===== src/rtl/rocev2_mul_pkg.sv =====
// ---------------------------------------------------------------------------
// rocev2_mul_pkg
// Shared constants, types and helpers for the rocev2 pipelined multiplier.
//   MUL_MIN_STAGE / MUL_MAX_STAGE : legal range of the pipeline depth
//   mul_ctl_t                     : per-stage control payload
//   mul_prod_w()                  : width of the exact A x B product
// ---------------------------------------------------------------------------
package rocev2_mul_pkg;

    localparam int unsigned MUL_MIN_STAGE = 3;
    localparam int unsigned MUL_MAX_STAGE = 8;

    // Per-stage control payload; the tag rides next to it because its width
    // is a per-instance parameter.
    typedef struct packed {
        logic valid;
        logic is_signed;
        logic acc;
        logic acc_clr;
    } mul_ctl_t;

    localparam int unsigned MUL_CTL_W = $bits(mul_ctl_t);

    // Exact product width of an a_w x b_w multiply, signed or unsigned.
    function automatic int unsigned mul_prod_w(input int unsigned a_w,
                                               input int unsigned b_w);
        return a_w + b_w;
    endfunction

endpackage


===== src/rtl/rocev2_pipe_delay.sv =====
// ---------------------------------------------------------------------------
// rocev2_pipe_delay
// Register delay line of DEPTH stages carrying a valid bit and a data word.
// Only the valid bits are reset; data words are don't-care behind a clear
// valid. DEPTH = 0 collapses to a pure wire.
// Ports:
//   clk, reset_n          : clock, async active-low reset
//   en                    : advance all stages this cycle
//   in_valid, in_data     : word entering the line
//   out_valid, out_data   : word leaving the line
// ---------------------------------------------------------------------------
module rocev2_pipe_delay #(
    parameter int unsigned DEPTH = 1,
    parameter int unsigned WIDTH = 1
) (
    input  logic             clk,
    input  logic             reset_n,
    input  logic             en,
    input  logic             in_valid,
    input  logic [WIDTH-1:0] in_data,
    output logic             out_valid,
    output logic [WIDTH-1:0] out_data
);

    if (DEPTH == 0) begin : g_wire
        // Clock, reset and enable have no role in a zero-depth line.
        logic unused_ctrl;
        assign unused_ctrl = ^{clk, reset_n, en};

        assign out_valid = in_valid;
        assign out_data  = in_data;
    end else begin : g_regs
        logic [DEPTH-1:0] vld;
        logic [WIDTH-1:0] dat [DEPTH];

        // Valid shift register, cleared by reset.
        always_ff @(posedge clk or negedge reset_n) begin
            if (!reset_n) begin
                vld <= '0;
            end else if (en) begin
                for (int i = int'(DEPTH) - 1; i > 0; i--) begin
                    vld[i] <= vld[i-1];
                end
                vld[0] <= in_valid;
            end
        end

        // Data shift register, no reset needed.
        always_ff @(posedge clk) begin
            if (en) begin
                for (int i = int'(DEPTH) - 1; i > 0; i--) begin
                    dat[i] <= dat[i-1];
                end
                dat[0] <= in_data;
            end
        end

        assign out_valid = vld[DEPTH-1];
        assign out_data  = dat[DEPTH-1];
    end

endmodule


===== src/rtl/rocev2_mul_pipe.sv =====
// ---------------------------------------------------------------------------
// rocev2_mul_pipe
// Pipelined signed/unsigned multiply and multiply-accumulate with a sideband
// tag and valid/ready flow control. Any output stall freezes every stage.
// Latency is NUM_STAGE cycles from acceptance to out_p when not stalled.
// Ports:
//   clk, reset_n                  : clock, async active-low reset
//   in_valid / in_ready           : input handshake (in_ready combinational)
//   in_a, in_b                    : operands
//   in_signed                     : 1 = two's complement operands
//   in_acc, in_acc_clr            : accumulate / restart accumulator
//   in_tag                        : sideband returned with the result
//   out_valid / out_ready         : output handshake
//   out_p, out_tag                : result and its tag
// ---------------------------------------------------------------------------
module rocev2_mul_pipe
    import rocev2_mul_pkg::*;
#(
    parameter int unsigned A_W       = 10,
    parameter int unsigned B_W       = 8,
    parameter int unsigned ACC_W     = 18,
    parameter int unsigned NUM_STAGE = 4,
    parameter int unsigned TAG_W     = 4
) (
    input  logic             clk,
    input  logic             reset_n,
    input  logic             in_valid,
    output logic             in_ready,
    input  logic [A_W-1:0]   in_a,
    input  logic [B_W-1:0]   in_b,
    input  logic             in_signed,
    input  logic             in_acc,
    input  logic             in_acc_clr,
    input  logic [TAG_W-1:0] in_tag,
    output logic             out_valid,
    input  logic             out_ready,
    output logic [ACC_W-1:0] out_p,
    output logic [TAG_W-1:0] out_tag
);

    localparam int unsigned PROD_W    = mul_prod_w(A_W, B_W);
    localparam int unsigned DLY_DEPTH = NUM_STAGE - MUL_MIN_STAGE;
    localparam int unsigned DLY_W     = (MUL_CTL_W - 1) + TAG_W + PROD_W;

    if (NUM_STAGE < MUL_MIN_STAGE || NUM_STAGE > MUL_MAX_STAGE) begin : g_bad_num_stage
        $error("rocev2_mul_pipe: NUM_STAGE outside 3..8");
    end
    if (ACC_W < PROD_W) begin : g_bad_acc_w
        $error("rocev2_mul_pipe: ACC_W narrower than A_W+B_W");
    end

    // Global stall: a held result freezes the whole pipe and the accumulator.
    logic stall_c;
    logic adv_c;

    assign stall_c  = out_valid && !out_ready;
    assign adv_c    = !stall_c;
    assign in_ready = adv_c;

    // Incoming control; clear is meaningless without accumulate, so drop it.
    mul_ctl_t in_ctl_c;

    always_comb begin
        in_ctl_c           = '0;
        in_ctl_c.valid     = in_valid;
        in_ctl_c.is_signed = in_signed;
        in_ctl_c.acc       = in_acc;
        in_ctl_c.acc_clr   = in_acc && in_acc_clr;
    end

    // Stage 1: operands, mode and tag.
    mul_ctl_t         s1_ctl;
    logic [A_W-1:0]   s1_a;
    logic [B_W-1:0]   s1_b;
    logic [TAG_W-1:0] s1_tag;

    always_ff @(posedge clk or negedge reset_n) begin
        if (!reset_n) begin
            s1_ctl <= '0;
            s1_a   <= '0;
            s1_b   <= '0;
            s1_tag <= '0;
        end else if (adv_c) begin
            s1_ctl <= in_ctl_c;
            s1_a   <= in_a;
            s1_b   <= in_b;
            s1_tag <= in_tag;
        end
    end

    // Exact product: operands are widened to PROD_W first so the low PROD_W
    // bits of the multiply hold the full result in either mode.
    logic signed [PROD_W-1:0] prod_s_c;
    logic        [PROD_W-1:0] prod_u_c;
    logic        [PROD_W-1:0] prod_c;

    assign prod_s_c = PROD_W'($signed(s1_a)) * PROD_W'($signed(s1_b));
    assign prod_u_c = PROD_W'(s1_a) * PROD_W'(s1_b);
    assign prod_c   = s1_ctl.is_signed ? $unsigned(prod_s_c) : prod_u_c;

    // Stage 2: registered product plus sideband.
    mul_ctl_t          s2_ctl;
    logic [TAG_W-1:0]  s2_tag;
    logic [PROD_W-1:0] s2_prod;

    always_ff @(posedge clk or negedge reset_n) begin
        if (!reset_n) begin
            s2_ctl  <= '0;
            s2_tag  <= '0;
            s2_prod <= '0;
        end else if (adv_c) begin
            s2_ctl  <= s1_ctl;
            s2_tag  <= s1_tag;
            s2_prod <= prod_c;
        end
    end

    // Stages 3..NUM_STAGE-1: plain delay of product, mode and tag.
    logic              dl_valid;
    logic [DLY_W-1:0]  dl_data;
    logic              dl_is_signed;
    logic              dl_acc;
    logic              dl_acc_clr;
    logic [TAG_W-1:0]  dl_tag;
    logic [PROD_W-1:0] dl_prod;

    rocev2_pipe_delay #(
        .DEPTH (DLY_DEPTH),
        .WIDTH (DLY_W)
    ) u_delay (
        .clk       (clk),
        .reset_n   (reset_n),
        .en        (adv_c),
        .in_valid  (s2_ctl.valid),
        .in_data   ({s2_ctl.is_signed, s2_ctl.acc, s2_ctl.acc_clr, s2_tag, s2_prod}),
        .out_valid (dl_valid),
        .out_data  (dl_data)
    );

    assign {dl_is_signed, dl_acc, dl_acc_clr, dl_tag, dl_prod} = dl_data;

    // Extend the product to accumulator width and form the next accumulator.
    logic [ACC_W-1:0] ext_c;
    logic [ACC_W-1:0] acc_next_c;
    logic [ACC_W-1:0] acc_q;

    always_comb begin
        ext_c = ACC_W'(dl_prod);
        if (dl_is_signed) begin
            ext_c = ACC_W'($signed(dl_prod));
        end
        acc_next_c = dl_acc_clr ? ext_c : (acc_q + ext_c);
    end

    // Output stage; the accumulator moves only with a valid beat, so
    // back-to-back accumulates chain through acc_q without a hazard.
    always_ff @(posedge clk or negedge reset_n) begin
        if (!reset_n) begin
            out_valid <= 1'b0;
            out_p     <= '0;
            out_tag   <= '0;
            acc_q     <= '0;
        end else if (adv_c) begin
            out_valid <= dl_valid;
            if (dl_valid) begin
                out_tag <= dl_tag;
                if (dl_acc) begin
                    acc_q <= acc_next_c;
                    out_p <= acc_next_c;
                end else begin
                    out_p <= ext_c;
                end
            end
        end
    end

endmodule


===== config.mk =====
export PLATFORM = sky130hd
export DESIGN_NAME = rocev2_mul_pipe
export DESIGN_NICKNAME = d
export VERILOG_FILES = /design/src/rtl/rocev2_mul_pkg.sv /design/src/rtl/rocev2_pipe_delay.sv /design/src/rtl/rocev2_mul_pipe.sv
export SDC_FILE = /design/constraint.sdc
export NUM_CORES = 1
export LEC_CHECK = 0
export ABC_AREA = 1
export ABC_CLOCK_PERIOD_IN_PS = 4600
export CAP_MARGIN = 30
export CORE_MARGIN = 3
export CORE_UTILIZATION = 40
export DETAILED_ROUTE_END_ITERATION = 8
export GPL_ROUTABILITY_DRIVEN = 0
export PLACE_DENSITY_LB_ADDON = 0.1
export RECOVER_POWER = 50
export REMOVE_ABC_BUFFERS = 1
export SETUP_SLACK_MARGIN = 0.1
export SLEW_MARGIN = 5
export SYNTH_ARGS = -nofsm -noshare
export SYNTH_HDL_FRONTEND = slang
export SYNTH_SLANG_ARGS = --single-unit

===== constraint.sdc =====
create_clock -name clk -period 4.6 [get_ports clk]
set_clock_uncertainty 0.15 [all_clocks]
set_input_delay 0.69 -clock clk [delete_from_list [all_inputs] [get_ports clk]]
set_output_delay 0.69 -clock clk [all_outputs]
set_load 0.05 [all_outputs]

==> results of run 1 <==
[kinds of logic after synthesis]
logic type / Yosys count
flip-flops: 117
AO/OA/AOI/OAI: 151
adder cells (fa/ha/maj): 189
buffers and inverters: 366
XOR/XNOR: 13
AND/OR/NAND/NOR: 581
[synth_stat cells, types with 3 or more instances]
| cell type | count |
|---|---|
| dfrtp_1 | 93 |
| nand3_1 | 59 |
| nor2_1 | 67 |
| edfxtp_1 | 24 |
| buf_2 | 6 |
| o211ai_1 | 7 |
| a31oi_1 | 6 |
| o21ai_0 | 44 |
| xnor2_1 | 8 |
| clkinv_1 | 3 |
| fa_1 | 108 |
| xor2_1 | 5 |
| a21oi_1 | 72 |
| nand4_1 | 6 |
| o21bai_1 | 6 |
| inv_1 | 321 |
| clkbuf_1 | 30 |
| nand2_1 | 434 |
| nor2_2 | 3 |
| ha_1 | 81 |
| o21ai_1 | 7 |
[worst paths after layout]
check	cells after the start	end	start	slack, ps
worst min register to register	0	u_delay.g_regs.dat[0][17]	s2_prod[17]	300
max in group asynchronous	2	out_p[2]	reset_n	1440
worst min-delay path	0	u_delay.g_regs.dat[0][17]	s2_prod[17]	300
worst max register to register	21	s2_prod[13]	s1_a[7]	210
min in group asynchronous	1	s1_a[5]	reset_n	730
worst max-delay path	21	s2_prod[13]	s1_a[7]	210
[through the flow]
stage               instance area [µm²]  utilization (%)  cells  worst slack, ps
floorplan                         10700                -   1378              307
global placement                  12000             45.3   1804             -112
detailed placement                12000             45.3   1804             -124
CTS                               12600             47.7   1837              100
global route                      13100             49.5   1849            -80.0
finish                            13100             49.5   1849              211
[what timing repair did]
item                                    4_1_cts  5_1_grt
gates resized for setup                      20      127
setup buffers                                 1       12
pin swaps                                     2       33
endpoints found under the setup margin        9       10
[registers in the layout (all words and copies together), names as in the netlist]
name,cells
u_delay.g_regs.dat,24
acc_q,18
out_p,18
s2_prod,18
s1_a,10
s1_b,8
out_tag,4
s1_ctl,4
s1_tag,4
s2_tag,4
s2_ctl,3
out_valid,1
u_delay.out_valid,1
[metal layers]
| metal | wire (µm) | GRT usage [%] |
|---|---|---|
| met1 | 12500 | 26.2 |
| met2 | 13100 | 34.0 |
| met3 | 744 | 2.45 |
| met4 | 795 | 7.00 |
| met5 | 0 | 0 |
[final cells by class]
type	count	area share, %
Tap cell	335	3.20
Clock inverter	13	1.00
Clock buffer	19	3.38
Sequential cell	117	23.4
Multi-Input combinational cell	934	52.6
Timing Repair Buffer	104	6.99
Inverter	327	9.43
==> flow_metrics.py, run 1 <==
metrics = {
    "finish": {
        "final_common_cell": "nand2_1",
        "nets": 1719,
        "seqCellArea_um2": 3070,
        "final_cell_mix": "nand2_1, inv_1, fa_1, dfrtp_1, ha_1",
        "diodes": 0,
        "area_delta_synth_final_pct": 20.0,
        "multiInputGateArea_um2": 6880,
        "nFillCells": 2628,
        "drive_gt1_share_pct": 14.2,
    },
    "cts": {
        "cts_max_path_buffers": 2,
        "path_clk_slew_ps": 60,
        "root_buffer": "clkbuf_16",
        "h-tree-depth": 4,
        "cts_sinks": 117,
        "cts_hold_buf": 0,
        "clock_latency_ps": 430,
        "cts_tree": "yes",
        "numCtsBuffers": 17,
    },
    "drt": {
        "drt-wirelength-per-cell_um": 14.7,
        "ant_nets": 0,
        "remaining_drc_errors": 0,
        "via_per_inst": 4.81,
        "first_iter_violations": 474,
        "vias": 8895,
        "wl_mm": 27.1,
        "dr.pass1.iters": 5,
    },
    "synth": {
        "synthMuxAreaShare_pct": 0,
        "syn_area_per_cell_um2": 7.70,
        "synth_seq_area_share_pct": 27.9,
        "netlist.area_leader.share_pct": 21.3,
        "synthXorXnorAreaFrac_pct": 1.04,
        "ys.flop_type": "dfrtp_1",
        "synthArstFlopShare_pct": 79.5,
        "synth.distinct_cells": 39,
        "yosys-top-cells-area": "dfrtp_1, fa_1, nand2_1, inv_1, ha_1",
        "synth_edf_count": 24,
        "synth-adder-area-share_pct": 29.1,
        "synthCells": 1417,
        "synth_top_area_cell": "dfrtp_1",
        "synth_area_um2": 10900,
        "synth_top_family_by_area": "adder cells",
        "synth_compound_gate_area_share_pct": 7.56,
        "synth-simple-area-share_pct": 21.5,
        "ys_warn_count": 0,
        "postSynthRegisterBits": 117,
    },
    "floorplanning": {
        "die_w_um": 171,
        "start_util_pct": 41.3,
        "io_pins": 53,
        "coreArea_um2": 26400,
        "chipHeight_um": 171,
        "dieArea_um2": 29300,
        "core.rowCount": 59,
    },
    "timing": {
        "relSlewSlack_pct": -42.4,
        "hold_viol_final": 0,
        "holdWs_ps": 297,
        "fin_crit_ps": 4390,
        "rsz0062_at_grt": "true",
        "setup_tns_ps": 0,
        "slew_viol_final": 36,
        "min_period_over_period_pct": 95.4,
        "setup-violations-final": 0,
        "worst_pin_slew_ps": 2140,
        "fmax_mhz": 228,
    },
    "global_routing": {
        "grt_use_total_pct": 19.9,
        "grt_pass1_vias": 9239,
        "antenna_found_initial": 0,
        "gr-total-overflow": 0,
        "grt_first_pass_wirelength_mm": 46.2,
        "grt_max_degree": 46,
    },
    "placement": {
        "portBuffers": 52,
        "dp_hpwl_mm": 21.4,
    },
    "critical_path": {
        "crit_type": "reg -> reg",
        "startpoint_type": "register",
        "cp.required_ps": 4750,
        "critical_path.cell_chain": "buf_6 > nand2_2 > inv_2 > fa_1 > inv_2 > buf_4 > fa_1 > inv_1 > fa_1 > inv_1 > fa_1 > inv_1 > ha_4 > nand2_4 > nor2_1 > nor2_2 > nand3_2 > a21oi_1 > o21ai_1 > nand3_1 > nand2_1",
        "path_common_cell": "fa_1",
        "worstPathMaxFanout": 6,
        "endpoint_kind": "register",
        "path_delay_family": "adder cells",
        "critPathArrivalTime_ps": 4530,
        "cp_slowest_cell": "fa_1",
        "critical_path.max_stage_delay_ps": 510,
        "critPathBufInv": 7,
    },
    "job": {
        "cap_violations": 1,
    },
    "outcome": {
        "run_status": "complete, but fails checks",
        "violations": "capacitance limit, slew limit",
    },
    "worst_hold_path": {
        "hp-class": "reg -> reg",
    },
}
Power of run 1 is not shown: default switching activity piles up to over one toggle a cycle in this logic, so the estimate is an artifact.
==> inputs of run 2 (changes only) <==
--- a/config.mk
+++ b/config.mk
@@ -11,7 +11,6 @@
 export CORE_MARGIN = 3
 export CORE_UTILIZATION = 40
 export DETAILED_ROUTE_END_ITERATION = 8
-export GPL_ROUTABILITY_DRIVEN = 0
 export PLACE_DENSITY_LB_ADDON = 0.1
 export RECOVER_POWER = 50
 export REMOVE_ABC_BUFFERS = 1
==> run 2 against run 1 <==
Against the previous run:
- the flow still finishes with violations (capacitance limit, slew limit)
- first-iteration DRC count increased by 10%
- utilization increased by 1.2 points
- sequential share of layout area decreased by 0.58 points
==> flow_metrics.py, run 2 (synthesis results as in run 1) <==
metrics = {
    "outcome": {
        "run_status": "complete, but fails checks",
        "violations": "capacitance limit, slew limit",
    },
    "timing": {
        "fmax_mhz": 227,
        "fin_crit_ps": 4410,
        "setup_tns_ps": 0,
        "hold_viol_final": 0,
        "relSlewSlack_pct": -53.2,
        "min_period_over_period_pct": 95.8,
        "rsz0062_at_grt": "true",
        "holdWs_ps": 295,
        "worst_pin_slew_ps": 2300,
        "setup-violations-final": 0,
        "slew_viol_final": 40,
    },
    "finish": {
        "nets": 1726,
        "nFillCells": 2600,
        "drive_gt1_share_pct": 15.0,
        "largest_register_ffs": 24,
        "final_common_cell": "nand2_1",
        "top_register": "u_delay.g_regs.dat",
        "diodes": 0,
        "area_delta_synth_final_pct": 22.9,
        "final_cell_mix": "nand2_1, inv_1, fa_1, dfrtp_1, ha_1",
    },
    "drt": {
        "wl_mm": 27.6,
        "ant_nets": 0,
        "vias": 8883,
        "drt-wirelength-per-cell_um": 14.9,
        "dr.pass1.iters": 4,
        "remaining_drc_errors": 0,
        "first_iter_violations": 522,
        "via_per_inst": 4.79,
    },
    "worst_hold_path": {
        "whs_path_depth": 0,
        "hold_start": "s2_prod[2]",
        "hp-class": "reg -> reg",
    },
    "cts": {
        "path_clk_slew_ps": 80,
        "cts_hold_buf": 0,
        "cts_sinks": 117,
        "cts_tree": "yes",
        "clock_latency_ps": 440,
        "root_buffer": "clkbuf_16",
        "cts_max_path_buffers": 2,
        "h-tree-depth": 4,
        "numCtsBuffers": 17,
    },
    "global_routing": {
        "grt_pass1_vias": 9159,
        "gr-total-overflow": 0,
        "use_met2_pct": 35.4,
        "grt_use_total_pct": 20.0,
        "grt_first_pass_wirelength_mm": 46.0,
        "met3_usage_pct": 2.56,
        "antenna_found_initial": 0,
        "global_route.usage.met1_pct": 26.2,
        "busiest_layer": "met2",
        "grt_max_degree": 50,
    },
    "floorplanning": {
        "dieArea_um2": 29300,
        "die_w_um": 171,
        "io_pins": 53,
        "core.rowCount": 59,
        "chipHeight_um": 171,
        "coreArea_um2": 26400,
        "start_util_pct": 41.3,
    },
    "critical_path": {
        "worstPathMaxFanout": 5,
        "endpoint_kind": "register",
        "worstSetupStartpoint": "s1_b[7]",
        "cp.required_ps": 4770,
        "crit_type": "reg -> reg",
        "startpoint_type": "register",
        "r2r-start": "s1_b[7]",
        "critPathArrivalTime_ps": 4570,
        "worstRegToRegCells": 20,
    },
    "job": {
        "cap_violations": 1,
    },
    "placement": {
        "gp_congestion": 0.851,
        "portBuffers": 52,
        "dp_hpwl_mm": 21.7,
    },
}
==> run 2: cell types whose count changed in the layout (fill, tap and decap cells not counted), moves of 4 or more <==
cell | before | now
nand2_2 | 25 | 19
a21oi_2 | 14 | 9
clkinv_2 | 6 | 1
ha_4 | 11 | 16
bufinv_16 | 2 | 6
ha_2 | 5 | 1
nand2_4 | 4 | 8
o21ai_0 | 37 | 33
==> run 2: routing by layer <==
layer,share of wire [%],vias up
li1,-,4458
met1,46,4293
met2,50,104
met3,2.1,28
met4,1.7,0
met5,0,-
==> run 2: final timing paths <==
kind	slack, ps	to
min reg2reg	300	u_delay.g_regs.dat[0][2]
max reg2reg	190	s2_prod[13]
max	190	s2_prod[13]
max in group asynchronous	1350	acc_q[12]
min	300	u_delay.g_regs.dat[0][2]
min in group asynchronous	790	s1_a[5]
==> run 2: repair_timing <==
| action | in CTS | in global routing |
|---|---|---|
| gates resized for setup | 35 | 139 |
| setup buffers | 2 | 15 |
| pin swaps | 5 | 48 |
| cloned | 0 | 0 |
| setup endpoints to repair | 6 | 11 |
==> run 2: cell type report <==
cell class	instances	area [µm²]	share of cell area (%)
repair buffers	111	991	7.39
flip-flops and latches	117	3070	22.9
multi-input cells	934	7030	52.4
clock buffers	17	425	3.17
clock inverters	15	250	1.87
inverters	327	1230	9.21
well taps	335	419	3.12
==> run 2: metrics by stage <==
step	utilization (%)	cells	cell area, µm²	worst slack (ps)
final	50.8	1856	13400	194
after global routing	50.8	1856	13400	16.8
after CTS	48.4	1841	12800	106
after detailed placement	45.4	1807	12000	-36.6
after global placement	45.4	1807	12000	-78.1
after floorplan	-	1378	10700	307
==> run 2: worst max-delay path: stages (launching register included) <==
cell and delay (ps):
dfrtp_2 430, buf_6 160, buf_6 120, nand2_4 40
fa_1 480, fa_1 560, inv_2 40, fa_1 510
inv_2 40, fa_2 570, inv_2 50, ha_4 260
nand2_4 100, inv_4 40, nand2_2 70, nand2_1 60
nand3b_1 220, a21oi_2 160, o21ai_1 80, nand3_1 80
nand2_1 60
Power of run 2 is left out for the same reason.
==> inputs of run 3 (changes only) <==
--- a/config.mk
+++ b/config.mk
@@ -11,6 +11,7 @@
 export CORE_MARGIN = 3
 export CORE_UTILIZATION = 40
 export DETAILED_ROUTE_END_ITERATION = 8
+export HOLD_SLACK_MARGIN = 0.05
 export PLACE_DENSITY_LB_ADDON = 0.1
 export RECOVER_POWER = 50
 export REMOVE_ABC_BUFFERS = 1
==> results of run 3 <==
The final DEF is identical to that of run 2; final timing and power are the same.
Power of run 3 is left out for the same reason.
